**src/rtl/alu_cmd_sequencer.sv**
```systemverilog
// Command/result wrapper around the registered 8-bit ALU. Commands are queued and
// issued with result-slot credits, and results are captured in issue order.
module alu_cmd_sequencer #(
    parameter int BITS      = 8,
    parameter int TAG_W     = 4,
    parameter int CMD_DEPTH = 4,
    parameter int RES_DEPTH = 4
) (
    input  logic             i_clk,
    input  logic             i_rst,
    input  logic             i_cmd_valid,
    output logic             o_cmd_ready,
    input  logic [BITS-1:0]  i_cmd_a,
    input  logic [BITS-1:0]  i_cmd_b,
    input  logic [1:0]       i_cmd_op,
    input  logic [TAG_W-1:0] i_cmd_tag,
    output logic [BITS-1:0]  o_alu_a,
    output logic [BITS-1:0]  o_alu_b,
    output logic [1:0]       o_alu_op,
    input  logic [BITS-1:0]  i_alu_out,
    input  logic [3:0]       i_alu_status,
    output logic             o_res_valid,
    input  logic             i_res_ready,
    output logic [BITS-1:0]  o_res_data,
    output logic [3:0]       o_res_status,
    output logic [TAG_W-1:0] o_res_tag,
    output logic             o_busy,
    output logic [15:0]      o_issue_cnt
);

    localparam int CA = $clog2(CMD_DEPTH);
    localparam int RA = $clog2(RES_DEPTH);
    localparam int CW = 2*BITS + 2 + TAG_W;
    localparam int RW = BITS + 4 + TAG_W;

    logic [CW-1:0]    cmd_mem [CMD_DEPTH];
    logic [CA:0]      cmd_wr, cmd_rd;
    logic [CA:0]      cmd_count;
    logic             cmd_full, cmd_empty, cmd_push;
    logic [CW-1:0]    cmd_head;

    logic [RW-1:0]    res_mem [RES_DEPTH];
    logic [RA:0]      res_wr, res_rd;
    logic [RA:0]      res_count;
    logic             res_empty, res_pop;

    logic             v1, v2;
    logic [TAG_W-1:0] tag1, tag2;
    logic [RA+1:0]    credit_used;
    logic             issue;

    logic [BITS-1:0]  head_a, head_b;
    logic [1:0]       head_op;
    logic [TAG_W-1:0] head_tag;

    assign cmd_count   = cmd_wr - cmd_rd;
    assign cmd_full    = (cmd_count == (CA+1)'(CMD_DEPTH));
    assign cmd_empty   = (cmd_wr == cmd_rd);
    assign o_cmd_ready = !cmd_full;
    assign cmd_push    = i_cmd_valid && !cmd_full;
    assign cmd_head    = cmd_mem[cmd_rd[CA-1:0]];
    assign {head_a, head_b, head_op, head_tag} = cmd_head;

    assign res_count   = res_wr - res_rd;
    assign res_empty   = (res_wr == res_rd);
    assign o_res_valid = !res_empty;
    assign res_pop     = o_res_valid && i_res_ready;

    // Every issued-but-uncaptured command reserves a result slot, so capture never stalls.
    assign credit_used = {1'b0, res_count} + (RA+2)'(v1) + (RA+2)'(v2);
    assign issue       = !cmd_empty && (credit_used < (RA+2)'(RES_DEPTH));

    // Head is gated so the outputs read zero whenever nothing is pending, including after reset.
    always_comb begin
        {o_res_tag, o_res_status, o_res_data} = '0;
        if (!res_empty)
            {o_res_tag, o_res_status, o_res_data} = res_mem[res_rd[RA-1:0]];
    end

    assign o_busy = !cmd_empty || v1 || v2 || !res_empty;

    always_ff @(posedge i_clk) begin
        if (cmd_push)
            cmd_mem[cmd_wr[CA-1:0]] <= {i_cmd_a, i_cmd_b, i_cmd_op, i_cmd_tag};
        if (v2)
            res_mem[res_wr[RA-1:0]] <= {tag2, i_alu_status, i_alu_out};
    end

    always_ff @(posedge i_clk) begin
        if (!i_rst) begin
            cmd_wr      <= '0;
            cmd_rd      <= '0;
            res_wr      <= '0;
            res_rd      <= '0;
            v1          <= 1'b0;
            v2          <= 1'b0;
            tag1        <= '0;
            tag2        <= '0;
            o_alu_a     <= '0;
            o_alu_b     <= '0;
            o_alu_op    <= '0;
            o_issue_cnt <= '0;
        end else begin
            if (cmd_push)
                cmd_wr <= cmd_wr + (CA+1)'(1);
            if (issue) begin
                cmd_rd      <= cmd_rd + (CA+1)'(1);
                o_alu_a     <= head_a;
                o_alu_b     <= head_b;
                o_alu_op    <= head_op;
                tag1        <= head_tag;
                o_issue_cnt <= o_issue_cnt + 16'd1;
            end
            v1   <= issue;
            v2   <= v1;
            tag2 <= tag1;
            if (v2)
                res_wr <= res_wr + (RA+1)'(1);
            if (res_pop)
                res_rd <= res_rd + (RA+1)'(1);
        end
    end

endmodule

```
**config.mk**
```make
export PLATFORM = sky130hd
export DESIGN_NAME = alu_cmd_sequencer
export DESIGN_NICKNAME = d
export VERILOG_FILES = /design/src/rtl/alu_cmd_sequencer.sv
export SDC_FILE = /design/constraint.sdc
export NUM_CORES = 1
export LEC_CHECK = 0
export CAP_MARGIN = 30
export CORE_MARGIN = 2
export CORE_UTILIZATION = 60
export CTS_CLUSTER_SIZE = 24
export DETAILED_ROUTE_END_ITERATION = 6
export PLACE_DENSITY_LB_ADDON = 0.3
export SLEW_MARGIN = 20
export SYNTH_ARGS = -nofsm -noshare
export SYNTH_HDL_FRONTEND = slang
export SYNTH_SLANG_ARGS = --single-unit
```
**constraint.sdc**
```tcl
create_clock -name i_clk -period 5.8 [get_ports i_clk]
set_input_delay 1.16 -clock i_clk [delete_from_list [all_inputs] [get_ports i_clk]]
set_output_delay 1.16 -clock i_clk [all_outputs]
set_load 0.05 [all_outputs]
```
==> results.sh <==
export IMPL_fin_ws_ns=1.850
export IMPL_hpwl_um=9025
export IMPL_reg2reg_from="cmd_rd[1]"
export IMPL_outcome="finished, final reports clean"
export IMPL_cp_data_arrival_time_ns=2.79
export IMPL_dieHeight_um=120.5
export IMPL_post_layout_total_power_mw=4.771
export IMPL_place_gp_congestion=0.7460
export IMPL_wirelength_um=14760
export IMPL_power_density_cell_area_nw_per_um2=478.7
export IMPL_layoutNonFillerInstCount=778
export IMPL_warning_count_from_the_yosys_run=0
export IMPL_critical_path_slowest_cell="sky130_fd_sc_hd__clkdlybuf4s50_1"
export IMPL_design_core_area_um2=13240
export IMPL_placed_cells_incl_taps=739
export IMPL_stdcell_area_um2=9968
export IMPL_worst_slew_pin_transition_ns=0.8686
export IMPL_placement_rows=42
export IMPL_syn_inst=488
export IMPL_power_share_combinational=0.323
export IMPL_min_path_cells=1
export IMPL_finalClockSkew_ns=0.008737
export IMPL_regToRegEndpoint="o_alu_b[5]"
export IMPL_placedInstanceArea_um2=9253
export IMPL_maxCapViolations=0
export IMPL_post_synth_num_cell_types=32
export IMPL_detail_route_antenna_nets=0
export IMPL_num_nets_final=642
export IMPL_internal_power_mw=3.225
export IMPL_tritoncts="built"
export IMPL_placement_setup_worst_slack_ns=2.322
export IMPL_cts_hold_buffers_added=0
export IMPL_via_count=4449
export IMPL_grt_pass1_wl_um=23600
export IMPL_fin_hold_ws_ns=0.4702
export IMPL_insertedDiodeCount=0
export IMPL_cts_sink_count=210
export IMPL_holdPathEnd="tag2[0]"
export IMPL_crit_path_max_incr_delay_ns=0.73
export IMPL_buffer_depth_of_the_longest_clock_path=3
export IMPL_fp_dieArea_um2=14520
export IMPL_worstSetupStartpointType="flip-flop"
export IMPL_clock_power_share=0.280
export IMPL_vdd_drop_max_v=0.0003624
export IMPL_power_net_switching_mw=1.546
export IMPL_clock_tree_htree_level_count=1
export IMPL_cts_buffers_inserted=21
export IMPL_mapped_cell_area_um2=8145
export IMPL_async_sr_flop_fraction=0
export IMPL_root_buffer="sky130_fd_sc_hd__clkbuf_16"
export IMPL_postSynthAreaPerCell_um2=16.69
export IMPL_ff2ff_setup_slack_ns=2.87
export IMPL_grt_overflow=0
export IMPL_first_global_vias=4492
export IMPL_detail_route_vias_per_cell=5.719
export IMPL_route_detailed_wl_per_inst_um=18.97
export IMPL_power_sequential_fraction=0.397
export IMPL_top_level_ports=91
export IMPL_postSynthNetCount=543
export IMPL_worst_hold_path_type="reg -> reg"
export IMPL_endpoint_kind="output port"
export IMPL_rsz0062_at_grt="no"
export IMPL_number_of_i_o_port_buffers=90
export IMPL_total_leakage_power_nw=3.415
export IMPL_timing_critical_path_fanout_max=25
export IMPL_final_setup_tns_ns=0
export IMPL_grt_use_total=0.2102
export IMPL_start_util=0.6151
export IMPL_slew_violations=0
export IMPL_setup_viol_count_final=0
export IMPL_post_route_drc=0
export IMPL_timing_final_crit_share=0.6810
export IMPL_grt_start_max_net_pins=35
export IMPL_drt_first_iter_violations=380
export IMPL_power_share_switching=0.3240
export IMPL_final_period_minus_worst_setup_slack_ns=3.950
export IMPL_grt_antenna_before_repair=0
export IMPL_number_of_cells_traversed_by_the_worst_register_to_register_path=8
export IMPL_timing_setup_critical_path_class="reg -> out"
export IMPL_dominantRegCellSynth="sky130_fd_sc_hd__edfxtp_1"
export IMPL_finish_utilization=0.7527
export IMPL_clk_pin_slew_worst_paths_ns=0.06
export IMPL_post_cts_setup_buffers=0
export IMPL_die_width_um=120.5
export IMPL_insertion_delay_ns=0.49
export IMPL_drt_pass1_iterations=4
export IMPL_number_of_cells_upsized_or_downsized_after_cts=0
export IMPL_synth_enable_flop_cells=152
export IMPL_critical_path_cell_chain="buf_4 > inv_1 > ha_1 > nand2b_1 > xnor2_1 > nand3_1 > clkdlybuf4s50_1"
export IMPL_final_hold_viol_count=0
export IMPL_worstPathRequired_ns=4.64
export IMPL_areaGrowthSynthToFinish_pct=22.38
export IMPL_postSynthRegisterBits=210
export IMPL_synth_yosys_seq_area_share=0.7029
export IMPL_post_route_cells_drive_above_1_share=0.1346
export IMPL_fmax_ghz=0.2532
export IMPL_hold_start="tag1[0]"
export IMPL_worst_slew_margin_relative_to_its_limit=0.4209
[worst max path at each step]
stage,slack [ns],depth (start not counted),to,start
after floorplan,2.72,7,cmd_mem[3][0],cmd_rd[1]
after global placement,2.15,3,o_res_tag[1],flip-flop
after detailed placement,2.32,6,o_busy,cmd_rd[0]
after CTS,1.81,4,o_res_status[2],flip-flop
after global routing,1.72,7,o_cmd_ready,cmd_rd[1]
final,1.85,7,o_cmd_ready,cmd_rd[1]
[critical path: cells and delay by family (launching register included)]
kind / cells / cell delay [ns]
xor gates and xnor gates: 1 / 0.35
and+or+nand+nor: 2 / 0.32
buffers and inverters: 3 / 1.14
DFF: 1 / 0.32
adders and majority gates: 1 / 0.18
[layout by cell type, fill, tap and decap left out, types with 2 or more instances in the layout]
cell type	instances
sky130_fd_sc_hd__edfxtp_1	152
sky130_fd_sc_hd__clkdlybuf4s50_1	90
sky130_fd_sc_hd__dfxtp_1	57
sky130_fd_sc_hd__mux4_2	38
sky130_fd_sc_hd__nor2_1	37
sky130_fd_sc_hd__mux2i_1	30
sky130_fd_sc_hd__clkbuf_16	21
sky130_fd_sc_hd__nor2b_1	16
sky130_fd_sc_hd__ha_1	16
sky130_fd_sc_hd__a21oi_1	15
sky130_fd_sc_hd__inv_1	13
sky130_fd_sc_hd__and2_1	12
sky130_fd_sc_hd__nand2_1	11
sky130_fd_sc_hd__o21ai_0	11
sky130_fd_sc_hd__or3_1	10
sky130_fd_sc_hd__nand3_1	9
sky130_fd_sc_hd__buf_4	8
sky130_fd_sc_hd__xor2_1	6
sky130_fd_sc_hd__nand4_1	4
sky130_fd_sc_hd__o31ai_1	4
sky130_fd_sc_hd__or4_1	4
sky130_fd_sc_hd__clkbuf_1	4
sky130_fd_sc_hd__clkinv_1	4
sky130_fd_sc_hd__nand2b_1	3
sky130_fd_sc_hd__xnor2_1	3
sky130_fd_sc_hd__and4_1	3
sky130_fd_sc_hd__bufinv_16	3
sky130_fd_sc_hd__and3_1	2
sky130_fd_sc_hd__clkinv_2	2
sky130_fd_sc_hd__clkinvlp_4	2
[layout make-up]
class,instances,area (um2)
sequential,210,5727
fill,829,3274
multi-input combinational,241,2281
timing repair buffer,100,1003
clock buffer,25,540.5
tap,176,220.2
clock inverter,13,147.6
inverter,13,48.80
[cells by family after synthesis]
family,count (synthesis),synth area share
xor+xnor,10,0.01244
fa+ha+maj,17,0.02704
mux,68,0.1419
flops,210,0.7029
simple gates,112,0.07143
compound gates,34,0.02396
buf+inv,37,0.02028
[Yosys cell counts, types with 11 or more instances]
cell type                    n  area (um2)
sky130_fd_sc_hd__nor2b_1    16       100.1
sky130_fd_sc_hd__inv_1      13       48.80
sky130_fd_sc_hd__mux2i_1    30       300.3
sky130_fd_sc_hd__o21ai_0    11       55.05
sky130_fd_sc_hd__nor2_1     37       138.9
sky130_fd_sc_hd__and2_1     12       75.07
sky130_fd_sc_hd__mux4_2     38       855.8
sky130_fd_sc_hd__clkbuf_1   14       52.55
sky130_fd_sc_hd__dfxtp_1    58        1161
sky130_fd_sc_hd__ha_1       16       200.2
sky130_fd_sc_hd__nand2_1    11       41.29
sky130_fd_sc_hd__edfxtp_1  152        4564
sky130_fd_sc_hd__a21oi_1    15       75.07
[per-layer routing]
metal  track usage  part of all wire  vias to the layer above
li1              -                 -                     2055
met1        0.2718              0.41                     2254
met2        0.3672              0.52                      116
met3       0.04198             0.055                       24
met4       0.05451             0.016                        0
met5             0                 0                        -
[power by group through the flow]
stage	logic [mW]	registers, mW	clock network (mW)
4_1_cts	1.55	1.90	1.36
5_1_grt	1.65	1.91	1.42
6_report	1.54	1.90	1.34
2_1_floorplan	1.02	2.03	0
3_5_place_dp	1.55	1.92	0
3_3_place_gp	1.49	1.92	0
[sequential cells by signal (all words and copies together) (netlist names), named ones only]
signal,cells
cmd_mem,88
cmd_rd,3
cmd_wr,3
o_alu_a,8
o_alu_b,8
o_alu_op,2
o_issue_cnt,16
res_mem,64
res_rd,3
res_wr,3
tag1,4
tag2,4
v1,1
v2,1
(Power assumes the default switching activity.)
